--- src/rtl/getir_birimi.sv ---
// Instruction fetch stage: keeps the fetch PC, issues one outstanding memory request at a time,
// consults the predictor on each response and buffers fetched entries toward decode.
module getir_birimi #(
    parameter logic [31:0] RESET_PS  = 32'h0000_0000,
    parameter int          BUF_DEPTH = 4
) (
    input  logic        clk_i,
    input  logic        rst_i,
    output logic        bellek_istek_o,
    output logic [31:0] bellek_adres_o,
    input  logic        bellek_hazir_i,
    input  logic        bellek_gecerli_i,
    input  logic [31:0] bellek_veri_i,
    output logic [31:0] ps_o,
    output logic [31:0] buyruk_o,
    input  logic        atlanan_gecerli_i,
    input  logic [31:0] atlanan_ps_i,
    input  logic        duzelt_gecerli_i,
    input  logic [31:0] duzelt_ps_i,
    output logic        coz_gecerli_o,
    output logic [31:0] coz_ps_o,
    output logic [31:0] coz_buyruk_o,
    output logic        coz_tahmin_o,
    input  logic        coz_hazir_i
);

    localparam int AW = $clog2(BUF_DEPTH);
    localparam int CW = AW + 1;

    localparam logic [1:0] ISTEK = 2'd0;
    localparam logic [1:0] BEKLE = 2'd1;
    localparam logic [1:0] DUR   = 2'd2;

    logic [1:0]    durum_q, durum_d;
    logic [31:0]   ps_q, ps_d;
    logic [31:0]   bekleyen_q, bekleyen_d;
    logic          dusur_q, dusur_d;
    logic [AW-1:0] bas_q, bas_d, son_q, son_d;
    logic [CW-1:0] sayac_q, sayac_d;
    logic [31:0]   fifo_ps_q [BUF_DEPTH];
    logic [31:0]   fifo_ps_d [BUF_DEPTH];
    logic [31:0]   fifo_buyruk_q [BUF_DEPTH];
    logic [31:0]   fifo_buyruk_d [BUF_DEPTH];
    logic          fifo_tahmin_q [BUF_DEPTH];
    logic          fifo_tahmin_d [BUF_DEPTH];

    logic istek, kabul, yanit, yanit_al, bos, cek, kredi;

    // Outputs are held at zero while reset is asserted; a response only counts when it is
    // outstanding, not being dropped and not overridden by a redirect.
    always_comb begin
        istek    = (durum_q == ISTEK) && !rst_i;
        kabul    = istek && bellek_hazir_i;
        yanit    = (durum_q == BEKLE) && bellek_gecerli_i && !rst_i;
        yanit_al = yanit && !dusur_q && !duzelt_gecerli_i;
        bos      = (sayac_q == '0);
        cek      = !bos && coz_hazir_i && !duzelt_gecerli_i;

        bellek_istek_o = istek;
        bellek_adres_o = istek ? ps_q : 32'd0;
        ps_o           = yanit_al ? bekleyen_q : 32'd0;
        buyruk_o       = yanit_al ? bellek_veri_i : 32'd0;
        coz_gecerli_o  = !bos;
        coz_ps_o       = bos ? 32'd0 : fifo_ps_q[bas_q];
        coz_buyruk_o   = bos ? 32'd0 : fifo_buyruk_q[bas_q];
        coz_tahmin_o   = bos ? 1'b0 : fifo_tahmin_q[bas_q];
    end

    always_comb begin
        fifo_ps_d     = fifo_ps_q;
        fifo_buyruk_d = fifo_buyruk_q;
        fifo_tahmin_d = fifo_tahmin_q;
        bas_d         = bas_q;
        son_d         = son_q;
        sayac_d       = sayac_q;
        if (duzelt_gecerli_i) begin
            bas_d   = '0;
            son_d   = '0;
            sayac_d = '0;
        end else begin
            if (yanit_al) begin
                fifo_ps_d[son_q]     = bekleyen_q;
                fifo_buyruk_d[son_q] = bellek_veri_i;
                fifo_tahmin_d[son_q] = atlanan_gecerli_i;
                son_d                = son_q + 1'b1;
            end
            if (cek) begin
                bas_d = bas_q + 1'b1;
            end
            sayac_d = sayac_q + CW'(yanit_al) - CW'(cek);
        end
        kredi = (sayac_d < CW'(BUF_DEPTH));
    end

    always_comb begin
        durum_d    = durum_q;
        ps_d       = ps_q;
        bekleyen_d = bekleyen_q;
        dusur_d    = dusur_q;
        case (durum_q)
            ISTEK: begin
                if (kabul) begin
                    durum_d    = BEKLE;
                    bekleyen_d = ps_q;
                    dusur_d    = duzelt_gecerli_i;
                end
                if (duzelt_gecerli_i) begin
                    ps_d = duzelt_ps_i;
                end
            end
            BEKLE: begin
                if (yanit) begin
                    dusur_d = 1'b0;
                    // A dropped or redirected response leaves PC at the redirect target; the flush
                    // emptied the buffer, so credit is always available.
                    if (dusur_q || duzelt_gecerli_i) begin
                        durum_d = ISTEK;
                        if (duzelt_gecerli_i) begin
                            ps_d = duzelt_ps_i;
                        end
                    end else begin
                        ps_d    = atlanan_gecerli_i ? atlanan_ps_i : bekleyen_q + 32'd4;
                        durum_d = kredi ? ISTEK : DUR;
                    end
                end else if (duzelt_gecerli_i) begin
                    dusur_d = 1'b1;
                    ps_d    = duzelt_ps_i;
                end
            end
            DUR: begin
                if (duzelt_gecerli_i) begin
                    ps_d = duzelt_ps_i;
                end
                if (kredi) begin
                    durum_d = ISTEK;
                end
            end
            default: durum_d = ISTEK;
        endcase
    end

    always_ff @(posedge clk_i) begin
        if (rst_i) begin
            durum_q    <= ISTEK;
            ps_q       <= RESET_PS;
            bekleyen_q <= 32'd0;
            dusur_q    <= 1'b0;
            bas_q      <= '0;
            son_q      <= '0;
            sayac_q    <= '0;
            for (int i = 0; i < BUF_DEPTH; i++) begin
                fifo_ps_q[i]     <= 32'd0;
                fifo_buyruk_q[i] <= 32'd0;
                fifo_tahmin_q[i] <= 1'b0;
            end
        end else begin
            durum_q       <= durum_d;
            ps_q          <= ps_d;
            bekleyen_q    <= bekleyen_d;
            dusur_q       <= dusur_d;
            bas_q         <= bas_d;
            son_q         <= son_d;
            sayac_q       <= sayac_d;
            fifo_ps_q     <= fifo_ps_d;
            fifo_buyruk_q <= fifo_buyruk_d;
            fifo_tahmin_q <= fifo_tahmin_d;
        end
    end

endmodule

--- config.mk ---
export PLATFORM = sky130hd
export DESIGN_NAME = getir_birimi
export DESIGN_NICKNAME = d
export VERILOG_FILES = /design/src/rtl/getir_birimi.sv
export SDC_FILE = /design/constraint.sdc
export NUM_CORES = 1
export LEC_CHECK = 0
export CORE_ASPECT_RATIO = 1.1
export CORE_MARGIN = 4
export CORE_UTILIZATION = 55
export DETAILED_ROUTE_END_ITERATION = 10
export DONT_BUFFER_PORTS = 1
export PLACE_DENSITY = 0.75
export SLEW_MARGIN = 20
export SYNTH_ARGS = -nofsm -noshare
export SYNTH_HDL_FRONTEND = slang
export SYNTH_SLANG_ARGS = --single-unit
export TNS_END_PERCENT = 30
--- constraint.sdc ---
create_clock -name clk_i -period 2.8 [get_ports clk_i]
set_input_delay 0.56 -clock clk_i [delete_from_list [all_inputs] [get_ports clk_i]]
set_output_delay 0.56 -clock clk_i [all_outputs]
set_load 0.02 [all_outputs]
==> metrics, run 1 <==
Detail Placement HPWL=28900 µm; critical path class=reg2out; Synthesized Nets=2041; root buffer cell=clkbuf_16; die height=185 µm; slowest CP cell=dfxtp_4; Switch Pwr=0.00226 W; worst path cell trace=buf_4 -> mux4_2 -> and2_1; vias=13600; final wirelength=47000 µm; fmax=370 MHz; worst-margin pin slew=1.12 ns; Initial Util=55.9%; global route overflow=0; Pins Over Slew Limit=0; Worst Hold Class=in2reg; Core Box Area=0.0279 mm²; commonest non-fill, non-tap cell in the layout=nand2_1; largest net degree at the start of global routing=318; number of global-route vias before repair=13400; register area share after synthesis=42.8%; setup tns final=0 ns; CTS tree=yes; final net count=1960; Sw Ratio=22.2%; Post-CTS Hold Buffers=0; share of cells above drive strength 1=11.6%; WL per Instance=21.0 µm; Setup Buffers After CTS=0; Synth Warn #=0; clk buf depth=3; hold depth=1; Seq pwr share=47.7%; GR Util met2=49.9%; global route hottest layer=met2; DRT iter0 DRCs=1476; Syn-to-layout area delta=10.3%; first-pass GRT wire length=73200 µm; htree depth=2; max incr delay on CP=0.56 ns; Avg Cell Area, Syn=8.10 µm²; vias per cell=6.06; DR DRC count=0; number of I/O pins=266; Sink Count=334; synthesized area=0.0156 mm²; Pre-antenna DRT Iters=6; Worst Reg2Reg Path Length in Cells=9; Fin. Hold Viols=0; Unique masters post-synth=63; R2R Path End=durum_q[1]; synthesized flop and latch total=334; Worst Path Arrival=2.15 ns; Die X=169 µm; std cell rows=64; Internal=0.00794 W; Reg clk slew, reported paths=0.06 ns; die area=0.0312 mm²; final setup vio count=0; power per standard cell area=591 mW/mm²; CTS buffer count=37; worst hold start=rst_i; Worst Clk Skew=0.0270 ns; GP Congestion=0.840; Max-Cap Viols=0; Slew headroom=24.6%; CP required=2.24 ns; fillers=2379; Tcrit/Tclk final=96.7%; nature of the critical path startpoint=flip-flop; Setup crit end kind=output port; number of synthesized flops with an enable pin=0; setup repair after global routing missed its margin=false; GRT met1 Usage=36.4%; # resized after CTS=0; static leakage=5.73 nW; Tot GR Track Use=29.2%; ys async rst share=0%; antenna viol nets, final=0; GR Layer Usage met3=6.64%; Clk Latency, worst-skew pair=0.52 ns; reg2reg start=sayac_q[1]; critical path fanouts, max=16; R2R Setup Slk=0.25 ns; Final Hold Slack=0.127 ns; min Tclk post-route=2.71 ns; initial antenna violation count=5; Synth Instances=1930; most frequent cells in the layout=nand2_1 (612), dfxtp_1 (332), a21oi_1 (308); port buffer count=0; VDD IR max=0.000505 V; status=completed; Hold EP=fifo_buyruk_q[110]; Logic pwr share=3.5%; Synth Flop Type=dfxtp_1; Clk network pwr share=48.8%
## stage by stage
| stage | cell area (µm²) | setup slack, ns | utilization (%) | total power (W) | std cells |
|---|---|---|---|---|---|
| after floorplan | 15600 | 0.00562 | - | 0.00528 | 1930 |
| after global placement | 16000 | 0.196 | 57.2 | 0.00531 | 2173 |
| after detailed placement | 16000 | 0.170 | 57.2 | 0.00532 | 2173 |
| after CTS | 17200 | 0.0554 | 61.7 | 0.0102 | 2239 |
| after global routing | 17300 | 0.00357 | 61.7 | 0.0105 | 2241 |
| final | 17300 | 0.0938 | 61.7 | 0.0102 | 2241 |
## cells in the mapped netlist (all sizes together), types with 2 or more instances
master / instances / area, µm²
mux2: 3 / 33.8
xnor2: 15 / 131
nand3: 11 / 55.1
nand2b: 3 / 18.8
o311ai: 2 / 17.5
ha: 7 / 87.6
clkbuf: 112 / 423
nor2: 37 / 139
o2111ai: 2 / 17.5
and2: 167 / 1040
a211oi: 8 / 80.1
clkinv: 2 / 7.51
or4: 2 / 15.0
xor2: 10 / 87.6
or3: 3 / 18.8
inv: 14 / 52.6
nand2: 616 / 2310
o21ai: 27 / 135
a31oi: 3 / 18.8
a21oi: 309 / 1560
o211ai: 3 / 22.5
o22ai: 9 / 62.6
nor4: 7 / 56.3
dfxtp: 334 / 6690
o221ai: 11 / 96.3
nor3: 9 / 61.3
nand4: 11 / 83.8
and3: 10 / 62.6
o21a: 4 / 30.0
buf: 68 / 345
mux2i: 11 / 110
and4: 4 / 35.0
a22oi: 12 / 90.1
o31ai: 3 / 22.5
a31o: 2 / 17.5
mux4: 65 / 1460
## cell type report
| type | count | area (µm²) | share of cell area, % |
|---|---|---|---|
| Inverter | 16 | 60.1 | 0.348 |
| Antenna cell | 2 | 5.00 | 0.0290 |
| Clock buffer | 53 | 1130 | 6.55 |
| Tap cell | 363 | 454 | 2.63 |
| Timing Repair Buffer | 60 | 626 | 3.63 |
| Multi-Input combinational cell | 1400 | 8150 | 47.2 |
| Sequential cell | 334 | 6690 | 38.8 |
| Clock inverter | 13 | 135 | 0.783 |
## state kept, by name, summed over array words and instances, names as in the netlist
register / count
fifo_buyruk_q: 128
bekleyen_q: 32
bas_q: 2
fifo_ps_q: 128
sayac_q: 3
durum_q: 2
ps_q: 32
son_q: 2
fifo_tahmin_q: 4
dusur_q: 1
## logic make-up after synthesis
kind of cell	synth area share (%)
simple gates	25.2
compound gates	14.4
flops	42.8
buf+inv	5.30
mux	10.3
xor+xnor	1.40
fa+ha+maj	0.688
## worst max path at each step
stage / from / to / slack, ns / cells past startpoint
3_5_place_dp: duzelt_gecerli_i / durum_q[1] / 0.17 / 10
3_3_place_gp: duzelt_gecerli_i / durum_q[1] / 0.20 / 10
5_1_grt: bas_q[0] / coz_tahmin_o / 0.004 / 3
2_1_floorplan: duzelt_gecerli_i / durum_q[1] / 0.006 / 11
6_report: bas_q[0] / coz_tahmin_o / 0.09 / 3
4_1_cts: bas_q[0] / coz_tahmin_o / 0.06 / 3
## layer usage
layer | vias up | part of all wire, %
met3 | 111 | 9.6
li1 | 6291 | -
met5 | - | 0.047
met4 | 4 | 3.3
met1 | 6492 | 38
met2 | 691 | 49
## critical path: cells and delay by family (launching register included)
kind / cells / cell delay [ns]
flip-flops: 1 / 0.56
AND/OR/NAND/NOR: 1 / 0.27
multiplexers: 1 / 0.51
buffers and inverters: 1 / 0.28
## power by group through the flow
stage	clock (W)	combinational, W	sequential, W
final	0.00498	0.000355	0.00487
after global routing	0.00520	0.000386	0.00487
after CTS	0.00503	0.000352	0.00486
after detailed placement	0	0.000349	0.00497
after global placement	0	0.000342	0.00497
after floorplan	0	0.000342	0.00494
(Power assumes the default switching activity.)
==> inputs of run 2 (changes only) <==
--- a/config.mk
+++ b/config.mk
@@ -7,10 +7,11 @@
 export LEC_CHECK = 0
 export CORE_ASPECT_RATIO = 1.1
 export CORE_MARGIN = 4
-export CORE_UTILIZATION = 55
+export CORE_UTILIZATION = 45
+export CTS_CLUSTER_SIZE = 10
 export DETAILED_ROUTE_END_ITERATION = 10
 export DONT_BUFFER_PORTS = 1
-export PLACE_DENSITY = 0.75
+export PLACE_DENSITY = 0.64
 export SLEW_MARGIN = 20
 export SYNTH_ARGS = -nofsm -noshare
 export SYNTH_HDL_FRONTEND = slang
==> run 2 against run 1 <==
- routed wire length rose by 3.3%
- largest cell class unchanged
- count of clock-buffer cells in the layout fell by 7
- utilization shrank 12 points
- die area increased by 21%
- final area decreased by 0.49%
- first-iteration DRC count decreased by 18%
- non-clock buffer count rose by 1
- critical path depth grew 1
==> metrics, run 2 (same netlist as run 1, synthesis figures left out) <==
status=completed; VDD IR max=0.000410 V; Core Box Area=0.0343 mm²; top sig layer=met5; Sink Count=334; static leakage=5.63 nW; setup repair after global routing missed its margin=false; fmax=375 MHz; # resized after CTS=0; Tot GR Track Use=24.8%; Worst Hold Class=in2reg; Initial Util=45.6%; largest registers=fifo_buyruk_q (128), fifo_ps_q (128); critical path fanouts, max=90; CTS tree=yes; Pre-antenna DRT Iters=5; WL per Instance=21.1 µm; GP Congestion=0.820; Fin. Hold Viols=0; initial antenna violation count=6; Final Hold Slack=0.129 ns; slowest CP cell=buf_12; Die X=186 µm; Total Power=0.00969 W; Inst Count DP=2247; Post-CTS Hold Buffers=0; CTS buffer count=40; final net count=1964; clk buf depth=3; antenna viol nets, final=0; Worst Clk Skew=0.0114 ns; final setup vio count=0; global route overflow=0; Pins Over Slew Limit=0; Reg clk slew, reported paths=0.06 ns; DRT iter0 DRCs=1217; min Tclk post-route=2.67 ns; Max-Cap Viols=0; share of cells above drive strength 1=10.8%; vias per cell=5.77; Setup crit end kind=output port; WL met3=3850 µm; nature of the critical path startpoint=flip-flop; die area=0.0378 mm²; Slew headroom=55.2%; most frequent cells in the layout=nand2_1 (612), dfxtp_1 (332), a21oi_1 (308); Tcrit/Tclk final=95.3%; Clk Latency, worst-skew pair=0.52 ns; die height=203 µm; first-pass GRT wire length=74500 µm; Final Util=50.1%; root buffer cell=clkbuf_16; final wirelength=48500 µm; WL met2=23600 µm; max incr delay on CP=0.36 ns; non-filler cells, final=2302; vias=13300; worst-margin pin slew=0.671 ns; htree depth=2; setup tns final=0 ns; Syn-to-layout area delta=9.81%; DR DRC count=0; worst path cell trace=nand4bb_1 -> nor3_4 -> buf_12 -> and2_1; number of global-route vias before repair=13000; Detail Placement HPWL=29700 µm; port buffer count=0; Worst Path Arrival=2.11 ns; number of I/O pins=266; std cell rows=71; Met1 Routed Length=19400 µm; power per standard cell area=564 mW/mm²; commonest non-fill, non-tap cell in the layout=nand2_1; critical path class=reg2out; largest net degree at the start of global routing=318; CP required=2.24 ns
[run 2: cell type report]
| type | count | area, µm² |
|---|---|---|
| fillers | 3257 | 17100 |
| multi-input cells | 1400 | 8150 |
| flip-flops and latches | 334 | 6690 |
| clock buffers | 46 | 1040 |
| repair buffers | 61 | 646 |
| well taps | 438 | 548 |
| inverters | 16 | 60.1 |
| clock inverters | 3 | 17.5 |
| diodes | 4 | 10.0 |
[run 2: timing repair]
item | 4_1_cts | 5_1_grt
setup buffers | 2 | 0
hold endpoints to repair | 0 | 0
setup endpoints to repair | 6 | 0
[run 2: worst paths after layout]
check,from,to,slack [ns],depth (start not counted)
setup / recovery,dusur_q,ps_o[30],0.13,4
hold / removal,rst_i,fifo_buyruk_q[106],0.13,1
setup reg to reg,sayac_q[1],durum_q[1],0.28,9
hold reg to reg,fifo_buyruk_q[14],fifo_buyruk_q[14],0.45,2
[run 2: stage by stage]
step | cell area [µm²] | setup WS, ns
final | 17200 | 0.133
after global routing | 17200 | 0.0444
after CTS | 17200 | 0.0969
after detailed placement | 16100 | 0.170
after global placement | 16100 | 0.196
after floorplan | 15600 | 0.00562
[run 2: report_power, final]
group	internal (W)	total (W)	leakage, nW	switching, W
registers	0.00481	0.00487	2.70	0.0000635
logic	0.000134	0.000357	2.41	0.000223
clock network	0.00260	0.00446	0.519	0.00186
[run 2: metal layers]
metal	track usage, %	vias up
met3	5.23	108
met4	8.56	4
met5	0	-
li1	-	6299
met1	31.8	6349
met2	41.6	526
[run 2: critical path, delay by kind of cell (launching register included)]
kind	cells	cell delay, ns
buffers and inverters	1	0.36
DFF	1	0.32
and+or+nand+nor	3	0.87
==> inputs of run 3 (changes only) <==
--- a/config.mk
+++ b/config.mk
@@ -5,6 +5,7 @@
 export SDC_FILE = /design/constraint.sdc
 export NUM_CORES = 1
 export LEC_CHECK = 0
+export ABC_AREA = 1
 export CORE_ASPECT_RATIO = 1.1
 export CORE_MARGIN = 4
 export CORE_UTILIZATION = 45
==> run 3 against run 2 <==
- routed wire length down 0.52%
- utilization increased by 1.3 points
- area after synthesis is 6.8% higher
- flip-flop and latch count unchanged
- register-to-register slack gained 0.11 ns
- critical path type unchanged
- critical endpoint is now bellek_adres_o[2]
- largest cell class unchanged
==> metrics, run 3 <==
Fin. Hold Viols=0; status=completed; Reg clk slew, reported paths=0.06 ns; cell area after layout=0.0187 mm²; Synth top area share=40.1%; Synth Instances=2273; Initial Util=45.9%; Synth Warn #=0; global route overflow=0; Antenna Cells=0; Worst Reg2Reg Path Length in Cells=12; Tot GR Track Use=23.2%; Core Box Area=0.0364 mm²; root buffer cell=clkbuf_16; simple-gate share of the synthesized area=21.5%; Die X=192 µm; GR Util met2=37.6%; share of cells above drive strength 1=15.8%; Unique masters post-synth=29; VDD IR max=0.000354 V; die height=210 µm; proportion of synthesized area in mux cells=0%; worst-margin pin slew=0.986 ns; Sink Count=334; first-pass GRT wire length=77700 µm; critical path launch point=durum_q[1]; WL per Instance=17.5 µm; Worst Path Arrival=2.16 ns; most frequent cells in the layout=nor2_1 (678), dfxtp_1 (332), o21ai_0 (229); GRT met1 Usage=31.9%; Commonest cells post-synth=nor2_1 (682), dfxtp_1 (334), o21ai_0 (229); DRT iter0 DRCs=1028; die area=0.0402 mm²; dpl cell area=0.0176 mm²; vias=15000; number of global-route vias before repair=14300; Synth Flop Type=dfxtp_1; Max-Cap Viols=0; critical path class=reg2out; final setup vio count=0; R2R Setup Slk=0.39 ns; final net count=2375; GP Congestion=0.943; power per standard cell area=537 mW/mm²; non-filler cells, final=2760; Compound-Gate Fraction of Synth Area=29.0%; global route hottest layer=met2; top post-synthesis cells by area=dfxtp_1 (40%), nor2_1 (15%), a211oi_2 (12%), o21ai_0 (6.9%), a21oi_1 (5.5%); std cell rows=73; Inst Count DP=2709; final wirelength=48200 µm; Hold EP=ps_q[31]; worst hold start=rst_i; critical path fanouts, max=32; reg2reg start=sayac_q[1]; vias per cell=5.44; fmax=368 MHz; setup repair after global routing missed its margin=true; register area share after synthesis=40.1%; Adder-Cell Fraction of Synth Area=0.645%; Setup crit end kind=output port; min Tclk post-route=2.72 ns; number of I/O pins=266; DR DRC count=0; cell with the most instances after synthesis=nor2_1; GR Layer Usage met3=4.70%; Tcrit/Tclk final=97.0%; Synth Area in XOR/XNOR=0.262%; Avg Cell Area, Syn=7.34 µm²; number of synthesized flops with an enable pin=0; initial antenna violation count=0; CTS buffer count=40; synthesized flop and latch total=334; Clk Latency, worst-skew pair=0.53 ns; antenna viol nets, final=0; Post-CTS Hold Buffers=0; port buffer count=0; CP required=2.24 ns; CTS tree=yes; Pins Over Slew Limit=0; Worst Hold Class=in2reg; largest registers=fifo_buyruk_q (128), fifo_ps_q (128); hold depth=1; synthesized area=0.0167 mm²; static leakage=6.48 nW; nature of the critical path startpoint=flip-flop; commonest non-fill, non-tap cell in the layout=nor2_1; R2R Path End=durum_q[1]; largest family of logic cells by synthesized area=compound AO/OA/AOI/OAI gates; Synth area leader=dfxtp_1; Synthesized Nets=2384; Detail Placement HPWL=30600 µm; htree depth=2; Pre-antenna DRT Iters=6; ys async rst share=0%; Worst Clk Skew=0.0133 ns; fillers=3604; Slew headroom=34.2%; Final Util=51.4%; Syn-to-layout area delta=11.9%; largest net degree at the start of global routing=282; clk buf depth=3
==> run 3: worst max-delay path, stage by stage, from the launching register on <==
cell and delay (ns):
dfxtp_1 0.45, nor3_1 0.11, inv_1 0.74, nor2_1 0.13
buf_4 0.21
==> run 3: repair_timing <==
action	in CTS	in global routing
setup endpoints to repair	67	45
resized for setup	2	5
buffers inserted	0	0
==> run 3: final cells by class <==
type	instances	area [µm²]	share of cell area, %
repair buffers	134	1200	6.45
flip-flops and latches	334	6690	35.8
clock buffers	49	1060	5.66
clock inverters	2	13.8	0.0737
multi-input cells	1624	8590	46.0
inverters	130	502	2.69
well taps	487	609	3.26
==> run 3: worst max-delay path by stage <==
stage | depth (start not counted) | to | slack, ns
finish | 4 | bellek_adres_o[2] | 0.08
global route | 4 | bellek_adres_o[26] | -0.08
CTS | 5 | coz_tahmin_o | 0.02
detailed placement | 7 | ps_o[12] | 0.35
global placement | 11 | durum_q[1] | 0.36
floorplan | 12 | durum_q[1] | 0.03
==> run 3: cells by family (layout without fill, tap and decap cells) <==
group / after synthesis / after routing
AND/OR/NAND/NOR: 936 / 936
AO/OA/AOI/OAI: 675 / 675
flip-flops: 334 / 334
buffers and inverters: 315 / 315
adder cells (fa/ha/maj): 8 / 8
XOR/XNOR: 5 / 5
==> run 3: stage by stage <==
step	TNS, ns	total power, W	hold slack, ns	worst slack, ns
CTS	0	0.0101	0.111	0.0197
floorplan	0	0.00553	0.455	0.0290
global placement	0	0.00563	0.465	0.360
detailed placement	0	0.00565	0.470	0.348
global route	-0.944	0.0104	0.110	-0.0764
finish	0	0.0100	0.125	0.0836
==> run 3: metal layers <==
| metal | wire (µm) | up-vias | share of wire, % |
|---|---|---|---|
| met5 | 0 | - | 0 |
| met4 | 1060 | 0 | 2.2 |
| li1 | - | 7537 | - |
| met2 | 22000 | 445 | 46 |
| met3 | 3090 | 72 | 6.4 |
| met1 | 22100 | 6972 | 46 |
==> run 3: where the power goes <==
group / internal (W) / switching (W) / leakage [nW]
sequential: 0.00485 / 0.0000746 / 2.71
combinational: 0.000188 / 0.000443 / 3.25
clock: 0.00261 / 0.00186 / 0.523
total: 0.00765 / 0.00238 / 6.48
